===== src/rtl/cond_pkg.sv =====
// -----------------------------------------------------------------------------
// cond_pkg
// Shared definitions for the multi-cycle condition unit: ARM condition codes,
// NZCV bit positions, FlagW group masks, the control FSM state type and a
// helper that merges a new NZCV value into the architectural one under FlagW.
// -----------------------------------------------------------------------------
package cond_pkg;

   // ARM condition field encodings
   localparam logic [3:0] COND_EQ = 4'b0000;
   localparam logic [3:0] COND_NE = 4'b0001;
   localparam logic [3:0] COND_CS = 4'b0010;
   localparam logic [3:0] COND_CC = 4'b0011;
   localparam logic [3:0] COND_MI = 4'b0100;
   localparam logic [3:0] COND_PL = 4'b0101;
   localparam logic [3:0] COND_VS = 4'b0110;
   localparam logic [3:0] COND_VC = 4'b0111;
   localparam logic [3:0] COND_HI = 4'b1000;
   localparam logic [3:0] COND_LS = 4'b1001;
   localparam logic [3:0] COND_GE = 4'b1010;
   localparam logic [3:0] COND_LT = 4'b1011;
   localparam logic [3:0] COND_GT = 4'b1100;
   localparam logic [3:0] COND_LE = 4'b1101;
   localparam logic [3:0] COND_AL = 4'b1110;
   localparam logic [3:0] COND_NV = 4'b1111;

   // NZCV bit indices
   localparam int FLAG_N = 3;
   localparam int FLAG_Z = 2;
   localparam int FLAG_C = 1;
   localparam int FLAG_V = 0;

   // Flag bits covered by each FlagW enable: FlagW[1] -> N,Z ; FlagW[0] -> C,V
   localparam logic [3:0] FLAGW_NZ_MASK = 4'b1100;
   localparam logic [3:0] FLAGW_CV_MASK = 4'b0011;

   typedef enum logic {
      IDLE = 1'b0,
      WAIT = 1'b1
   } state_e;

   // Replace only the FlagW-selected groups of old_flags with new_flags.
   function automatic logic [3:0] flag_merge(input logic [3:0] old_flags,
                                             input logic [3:0] new_flags,
                                             input logic [1:0] flagw);
      logic [3:0] mask;
      mask = ({4{flagw[1]}} & FLAGW_NZ_MASK) | ({4{flagw[0]}} & FLAGW_CV_MASK);
      return (old_flags & ~mask) | (new_flags & mask);
   endfunction

endpackage


===== src/rtl/cond_unit_mc_if.sv =====
// -----------------------------------------------------------------------------
// cond_unit_mc_if
// Bundle of Decode-stage controls, multi-cycle unit handshake and gated
// write enables seen by the condition unit.
//   slave  : the condition unit (consumes controls/handshake, drives enables)
//   master : the pipeline/environment driving it
// -----------------------------------------------------------------------------
interface cond_unit_mc_if;
   // Pipeline control and instruction fields
   logic       Valid;
   logic       Stall;
   logic       Flush;
   logic [3:0] Cond;
   logic [1:0] FlagW;
   logic       PCS;
   logic       RegW;
   logic       MemW;
   logic       NoWrite;
   logic       MS;
   logic [3:0] ALUFlags;
   // Multi-cycle unit response
   logic       MDone;
   logic [3:0] MFlags;
   // Gated enables and status
   logic       PCSrc;
   logic       RegWrite;
   logic       MemWrite;
   logic       MStart;
   logic       MRegWrite;
   logic       MBusy;
   logic       MErr;
   logic       CondEx;
   logic [3:0] Flags;
   logic       Carry;

   modport slave (
      input  Valid, Stall, Flush, Cond, FlagW, PCS, RegW, MemW, NoWrite, MS,
             ALUFlags, MDone, MFlags,
      output PCSrc, RegWrite, MemWrite, MStart, MRegWrite, MBusy, MErr,
             CondEx, Flags, Carry
   );

   modport master (
      output Valid, Stall, Flush, Cond, FlagW, PCS, RegW, MemW, NoWrite, MS,
             ALUFlags, MDone, MFlags,
      input  PCSrc, RegWrite, MemWrite, MStart, MRegWrite, MBusy, MErr,
             CondEx, Flags, Carry
   );
endinterface


===== src/rtl/cond_eval.sv =====
// -----------------------------------------------------------------------------
// cond_eval
// Purely combinational ARM condition evaluation.
//   cond    : 4-bit condition field
//   flags   : architectural NZCV
//   cond_ex : 1 when the instruction is to execute
// -----------------------------------------------------------------------------
module cond_eval
   import cond_pkg::*;
(
   input  logic [3:0] cond,
   input  logic [3:0] flags,
   output logic       cond_ex
);

   logic n, z, c, v;

   assign n = flags[FLAG_N];
   assign z = flags[FLAG_Z];
   assign c = flags[FLAG_C];
   assign v = flags[FLAG_V];

   always_comb begin
      case (cond)
         COND_EQ: cond_ex = z;
         COND_NE: cond_ex = ~z;
         COND_CS: cond_ex = c;
         COND_CC: cond_ex = ~c;
         COND_MI: cond_ex = n;
         COND_PL: cond_ex = ~n;
         COND_VS: cond_ex = v;
         COND_VC: cond_ex = ~v;
         COND_HI: cond_ex = c & ~z;
         COND_LS: cond_ex = ~c | z;
         COND_GE: cond_ex = (n == v);
         COND_LT: cond_ex = (n != v);
         COND_GT: cond_ex = ~z & (n == v);
         COND_LE: cond_ex = z | (n != v);
         COND_AL: cond_ex = 1'b1;
         default: cond_ex = 1'b0;   // COND_NV never executes
      endcase
   end

endmodule


===== src/rtl/cond_unit_mc.sv =====
// -----------------------------------------------------------------------------
// cond_unit_mc
// Execute-stage condition unit with pipeline control and a multi-cycle
// operation handshake. Single-cycle instructions gate PC/register/memory
// writes and update NZCV one edge later. A multi-cycle instruction pulses
// MStart, holds MBusy (hazard-unit stall) while waiting, and on MDone commits
// the FlagW groups latched at issue from MFlags plus a one-cycle MRegWrite.
// Flush aborts an in-flight operation; running out of TIMEOUT_CYC wait
// cycles abandons it and sets the sticky MErr.
//   CLK    : rising-edge clock
//   ResetN : asynchronous active-low reset
//   bus    : controls, handshake and gated enables (slave modport)
// -----------------------------------------------------------------------------
module cond_unit_mc
   import cond_pkg::*;
#(
   parameter int         TIMEOUT_CYC = 64,
   parameter int         CNT_W       = $clog2(TIMEOUT_CYC + 1),
   parameter logic [3:0] RESET_FLAGS = 4'b0000
) (
   input  logic           CLK,
   input  logic           ResetN,
   cond_unit_mc_if.slave  bus
);

   state_e           state_q, state_d;
   logic [CNT_W-1:0] cnt_q, cnt_d;
   logic [3:0]       flags_q, flags_d;
   logic [1:0]       flagw_q, flagw_d;    // FlagW captured at multi-cycle issue
   logic             mregw_q, mregw_d;    // RegW & ~NoWrite captured at issue
   logic             merr_q, merr_d;

   logic cond_ex;
   logic go;
   logic timeout;
   logic m_commit;

   cond_eval u_cond_eval (
      .cond    (bus.Cond),
      .flags   (flags_q),
      .cond_ex (cond_ex)
   );

   // Only an IDLE unit accepts instructions; in WAIT, go is forced low so
   // every write enable and MStart stay quiet whatever the inputs do.
   assign go       = bus.Valid & cond_ex & ~bus.Stall & ~bus.Flush & (state_q == IDLE);
   assign timeout  = (cnt_q == CNT_W'(TIMEOUT_CYC - 1));
   // Flush outranks MDone in the same cycle
   assign m_commit = (state_q == WAIT) & ~bus.Flush & bus.MDone;

   // -------------------------------------------------------------------------
   // State register
   // -------------------------------------------------------------------------
   // NOTE: non-blocking assignments keep every flop sampling pre-edge values,
   // so the order of these statements cannot change behaviour.
   always_ff @(posedge CLK or negedge ResetN) begin
      if (!ResetN) begin
         state_q <= IDLE;
         cnt_q   <= '0;
         flags_q <= RESET_FLAGS;
         flagw_q <= '0;
         mregw_q <= 1'b0;
         merr_q  <= 1'b0;
      end else begin
         state_q <= state_d;
         cnt_q   <= cnt_d;
         flags_q <= flags_d;
         flagw_q <= flagw_d;
         mregw_q <= mregw_d;
         merr_q  <= merr_d;
      end
   end

   // -------------------------------------------------------------------------
   // Next-state logic
   // -------------------------------------------------------------------------
   // NOTE: every variable is given a default at the top of the block so no
   // path leaves it unassigned, which would otherwise infer a latch.
   always_comb begin
      state_d = state_q;
      case (state_q)
         IDLE:    if (go && bus.MS) state_d = WAIT;
         WAIT:    if (bus.Flush || bus.MDone || timeout) state_d = IDLE;
         default: state_d = IDLE;
      endcase
   end

   // Datapath next values: counter, flags, issue-time latches, error flag
   always_comb begin
      cnt_d   = cnt_q;
      flags_d = flags_q;
      flagw_d = flagw_q;
      mregw_d = mregw_q;
      merr_d  = merr_q;
      if (state_q == IDLE) begin
         if (go && !bus.MS) begin
            flags_d = flag_merge(flags_q, bus.ALUFlags, bus.FlagW);
         end
         if (go && bus.MS) begin
            flagw_d = bus.FlagW;
            mregw_d = bus.RegW & ~bus.NoWrite;
            cnt_d   = '0;
         end
      end else begin
         // Leaves WAIT no later than cnt_q == TIMEOUT_CYC-1, so it never wraps
         cnt_d = cnt_q + CNT_W'(1);
         if (m_commit) begin
            flags_d = flag_merge(flags_q, bus.MFlags, flagw_q);
         end else if (!bus.Flush && timeout) begin
            merr_d = 1'b1;
         end
      end
   end

   // -------------------------------------------------------------------------
   // Output logic
   // -------------------------------------------------------------------------
   always_comb begin
      bus.PCSrc     = bus.PCS & go;
      bus.RegWrite  = bus.RegW & go & ~bus.NoWrite & ~bus.MS;
      bus.MemWrite  = bus.MemW & go & ~bus.MS;
      bus.MStart    = go & bus.MS;
      bus.MRegWrite = m_commit & mregw_q;
      bus.MBusy     = (state_q == WAIT);
      bus.MErr      = merr_q;
      bus.CondEx    = cond_ex;
      bus.Flags     = flags_q;
      bus.Carry     = flags_q[FLAG_C];
   end

endmodule

===== src/flat_wrapper.sv =====
// flat-port wrapper written by rule: the top's interface ports become plain ports
module cond_unit_mc_flat import cond_pkg::*;
#(
   parameter int         TIMEOUT_CYC = 64,
   parameter int         CNT_W       = $clog2(TIMEOUT_CYC + 1),
   parameter logic [3:0] RESET_FLAGS = 4'b0000
)
  (CLK, ResetN, bus_Valid, bus_Stall, bus_Flush, bus_Cond, bus_FlagW, bus_PCS, bus_RegW, bus_MemW, bus_NoWrite, bus_MS, bus_ALUFlags, bus_MDone, bus_MFlags, bus_PCSrc, bus_RegWrite, bus_MemWrite, bus_MStart, bus_MRegWrite, bus_MBusy, bus_MErr, bus_CondEx, bus_Flags, bus_Carry);
  cond_unit_mc_if bus_i ();
  input  logic CLK;
  input  logic ResetN;
  input wire logic [$bits(bus_i.Valid)-1:0] bus_Valid;
  input wire logic [$bits(bus_i.Stall)-1:0] bus_Stall;
  input wire logic [$bits(bus_i.Flush)-1:0] bus_Flush;
  input wire logic [$bits(bus_i.Cond)-1:0] bus_Cond;
  input wire logic [$bits(bus_i.FlagW)-1:0] bus_FlagW;
  input wire logic [$bits(bus_i.PCS)-1:0] bus_PCS;
  input wire logic [$bits(bus_i.RegW)-1:0] bus_RegW;
  input wire logic [$bits(bus_i.MemW)-1:0] bus_MemW;
  input wire logic [$bits(bus_i.NoWrite)-1:0] bus_NoWrite;
  input wire logic [$bits(bus_i.MS)-1:0] bus_MS;
  input wire logic [$bits(bus_i.ALUFlags)-1:0] bus_ALUFlags;
  input wire logic [$bits(bus_i.MDone)-1:0] bus_MDone;
  input wire logic [$bits(bus_i.MFlags)-1:0] bus_MFlags;
  output wire logic [$bits(bus_i.PCSrc)-1:0] bus_PCSrc;
  output wire logic [$bits(bus_i.RegWrite)-1:0] bus_RegWrite;
  output wire logic [$bits(bus_i.MemWrite)-1:0] bus_MemWrite;
  output wire logic [$bits(bus_i.MStart)-1:0] bus_MStart;
  output wire logic [$bits(bus_i.MRegWrite)-1:0] bus_MRegWrite;
  output wire logic [$bits(bus_i.MBusy)-1:0] bus_MBusy;
  output wire logic [$bits(bus_i.MErr)-1:0] bus_MErr;
  output wire logic [$bits(bus_i.CondEx)-1:0] bus_CondEx;
  output wire logic [$bits(bus_i.Flags)-1:0] bus_Flags;
  output wire logic [$bits(bus_i.Carry)-1:0] bus_Carry;
  assign bus_i.Valid = bus_Valid;
  assign bus_i.Stall = bus_Stall;
  assign bus_i.Flush = bus_Flush;
  assign bus_i.Cond = bus_Cond;
  assign bus_i.FlagW = bus_FlagW;
  assign bus_i.PCS = bus_PCS;
  assign bus_i.RegW = bus_RegW;
  assign bus_i.MemW = bus_MemW;
  assign bus_i.NoWrite = bus_NoWrite;
  assign bus_i.MS = bus_MS;
  assign bus_i.ALUFlags = bus_ALUFlags;
  assign bus_i.MDone = bus_MDone;
  assign bus_i.MFlags = bus_MFlags;
  assign bus_PCSrc = bus_i.PCSrc;
  assign bus_RegWrite = bus_i.RegWrite;
  assign bus_MemWrite = bus_i.MemWrite;
  assign bus_MStart = bus_i.MStart;
  assign bus_MRegWrite = bus_i.MRegWrite;
  assign bus_MBusy = bus_i.MBusy;
  assign bus_MErr = bus_i.MErr;
  assign bus_CondEx = bus_i.CondEx;
  assign bus_Flags = bus_i.Flags;
  assign bus_Carry = bus_i.Carry;
  cond_unit_mc #(.TIMEOUT_CYC(TIMEOUT_CYC), .CNT_W(CNT_W), .RESET_FLAGS(RESET_FLAGS)) u_core (.CLK(CLK), .ResetN(ResetN), .bus(bus_i));
endmodule

===== config.mk =====
export PLATFORM = sky130hd
export DESIGN_NAME = cond_unit_mc_flat
export DESIGN_NICKNAME = d
export VERILOG_FILES = /design/src/rtl/cond_pkg.sv /design/src/rtl/cond_unit_mc_if.sv /design/src/rtl/cond_eval.sv /design/src/rtl/cond_unit_mc.sv /design/src/flat_wrapper.sv
export SDC_FILE = /design/constraint.sdc
export NUM_CORES = 1
export LEC_CHECK = 0
export CAP_MARGIN = 0
export CORE_MARGIN = 2
export CORE_UTILIZATION = 35
export CTS_CLUSTER_SIZE = 12
export DETAILED_ROUTE_END_ITERATION = 16
export MAX_ROUTING_LAYER = met4
export PLACE_DENSITY = 0.69
export SYNTH_ARGS = -nofsm -noshare
export SYNTH_HDL_FRONTEND = slang
export SYNTH_SLANG_ARGS = --single-unit

===== constraint.sdc =====
create_clock -name CLK -period 3.3 [get_ports CLK]
set_clock_uncertainty 0.15 [all_clocks]
set_input_delay 0.495 -clock CLK [delete_from_list [all_inputs] [get_ports CLK]]
set_output_delay 0.495 -clock CLK [all_outputs]
set_load 0.05 [all_outputs]

==> run_results.csv <==
group,metric,value,unit
worst_setup_path,worstSetupEndpointType,"primary output",
floorplan,die_y,59.93,um
detailed_routing,drt-total-wl,2458,um
synth,syn_nets,135,
floorplan,coreArea,3003,um2
detailed_routing,num_vias,966,
placed_design,port_buffers,37,
synth,ys_ff_latch,16,
synth,avgSynthCellArea,10.04,um2
synth,synth_async_sr_flop_share,1.000,
layout,syn_to_final_growth,41.71,%
hold_path,holdPathEnd,"u_core.bus.MErr",
layout,final_design_area_no_fill,1551,um2
hold_path,worstHoldStart,"u_core.bus.MErr",
pwr,worst_ir_drop_vdd,0.0002747,V
clock_network,cts-htree-levels,1,
layout,fin_nets,173,
clock_network,numClockSinks,16,
timing,rsz0062_at_grt,"false",
detailed_routing,drtIter0Drc,32,
clock_network,root_buffer,"clkbuf_4",
clock_network,cts_tree,"built",
timing,hold_viol_final,0,
timing,fmax,318.7,MHz
timing,fin_crit,3.137,ns
hold_path,worstHoldPathCells,1,
timing,slew_violations,0,
layout,fillers,299,
clock_network,clk_latency,0.29,ns
timing,relSlewSlack,0.5171,
worst_setup_path,rrSetupSlack,0.69,ns
layout,utilization,0.5167,
worst_setup_path,required,2.65,ns
timing,setup_viol,0,
clock_network,numCtsBuffers,3,
synth,yosys-top-cells-area,"dfrtp_1 37%, mux2_2 6.2%, nor2b_1 4.0%, xor2_1 4.0%, nor2_1 3.8%",
synth,synth-edff-count,0,
worst_setup_path,cp-start-kind,"primary input",
pwr,power_density,446.0,nW/um2
floorplan,start_util,0.3646,
synth,synth_top_cell_by_area,"dfrtp_1",
clock_network,post-cts-setup-buffer-count,0,
timing,worst_slew_pin_slew,0.7221,ns
synth,yosysWarnings,0,
worst_setup_path,crit_path_max_fanout,10,
global_routing,antenna_found_initial,0,
global_routing,grt_pass1_vias,903,
synth,synth_cell_types,40,
floorplan,io_pins,38,
synth,ys.flop_type,"dfrtp_1",
synth,ys_seq_area_frac,0.3657,
synth,synth_top_cell_area_share,0.3657,
timing,period_share,0.9507,
detailed_routing,drc,0,
placed_design,place_area,1515,um2
pwr,leakage,0.6662,nW
worst_setup_path,ff2ff_path_depth,5,
detailed_routing,vias_per_cell,5.397,
global_routing,grt_pass1_wl,4098,um
global_routing,grt_max_degree,18,
detailed_routing,drtAntennaViolNets,0,
worst_setup_path,critPathKind,"primary input to primary output",
clock_network,cts_max_path_buffers,2,
worst_setup_path,rr_endpoint,"u_core.flagw_q[1]",
floorplan,design.die.area,3592,um2
hold_path,worstHoldPathType,"flop to flop",
global_routing,grt_use_total,0.1526,
floorplan,row_count,20,
worst_setup_path,cp.arrival,2.49,ns
clock_network,holdBufCountCts,0,
synth,synth.most_common_cell,"dfrtp_1",
flow_run,maxCapViolCount,0,
floorplan,die_w,59.93,um
status,status,"completed",
synth,synth_common_cells,"16 x dfrtp_1, 11 x nor2_1, 7 x nand2_1, 7 x nor2b_1, 6 x mux2_2",
global_routing,grt_overflow,0,
synth,syn_area,1095,um2
layout,insertedDiodeCount,0,
worst_setup_path,r2r_start,"u_core.bus.MBusy",
clock_network,cts_resized,0,
placed_design,dp_hpwl,1854,um
detailed_routing,firstDrtPassIters,4,
layout,drive_above_1_share,0.1712,
clock_network,clkTransAtPathRegs,0.10,ns
detailed_routing,drt-wirelength-per-cell,13.73,um
timing,final.setup.tns,0,ns
placed_design,gp_congestion,0.8323,
synth,syn_inst,109,
cells by family (layout without fill, tap and decap cells):
family | count (synthesis) | in the layout | synth area share
AND/OR/NAND/NOR | 48 | 48 | 0.2560
AO/OA/AOI/OAI | 20 | 20 | 0.1543
flip-flops | 16 | 16 | 0.3657
multiplexers | 9 | 9 | 0.09371
XOR/XNOR | 8 | 8 | 0.06400
buffers and inverters | 7 | 44 | 0.05484
adder cells (fa/ha/maj) | 1 | 1 | 0.01143
per-layer routing:
metal  GRT usage  part of all wire  vias to the layer above
li1            -                 -                      470
met5           -                 0                        -
met2      0.2360              0.45                       28
met3     0.02814             0.051                        2
met4     0.02857            0.0045                        0
met1      0.2105              0.49                      466
worst max-delay path by stage:
stage / startpoint / endpoint / slack, ns
finish: bus_Cond[2] / bus_RegWrite / 0.16
global route: bus_Cond[2] / bus_RegWrite / 0.06
CTS: bus_Cond[2] / bus_RegWrite / 0.16
detailed placement: bus_Cond[2] / bus_RegWrite / 0.16
global placement: bus_Cond[2] / bus_RegWrite / 0.21
floorplan: flop / flop / 0.62
power by group:
| part | switching (mW) | internal [mW] | leakage, nW |
|---|---|---|---|
| Sequential | 0.0666 | 0.252 | 0.208 |
| Clock | 0.0645 | 0.0672 | 0.0210 |
| Combinational | 0.117 | 0.124 | 0.437 |
| Total | 0.248 | 0.443 | 0.666 |
through the flow:
step,std cells,worst slack (ns),power [mW],hold slack [ns]
2_1_floorplan,109,0.6243,0.4689,0.04941
3_3_place_gp,175,0.2138,0.5541,0.2893
3_5_place_dp,175,0.1642,0.5625,0.2983
4_1_cts,179,0.1604,0.6970,0.3213
5_1_grt,179,0.05757,0.7372,0.3317
6_report,179,0.1627,0.6919,0.3153
critical path, cell delays in order:
cell and delay, ns:
clkdlybuf4s50_1 0.65, nand2_1 0.10, o32a_1 0.28, a311o_1 0.34, a31oi_2 0.25, and3b_2 0.24
buf_12 0.13
cells in the final DEF (no fill, tap or decap), drive strengths merged, types with 2 or more instances in the layout:
master and n:
mux2i 2, dfrtp 16, a32o 4, and3b 5, nor2b 7, a21oi 2, buf 7, and2 3
nor3 2, xor2 5, nor2 11, nand4 3, nand3 2, mux2 7, nand2 7, a21o 3
nor3b 3, clkbuf 4, clkdlybuf4s50 32, a22o 2, and2b 2, xnor2 3, a221oi 2
final cells by class:
type                    count  area (um2)  area share
clock buffers               4       36.28     0.02339
inverters                   1       3.754    0.002419
multi-input cells          86       634.4      0.4089
flip-flops and latches     16       400.4      0.2581
well taps                  33       41.29     0.02661
repair buffers             39       435.4      0.2806
No activity file was read; power rests on OpenSTA's default activity.
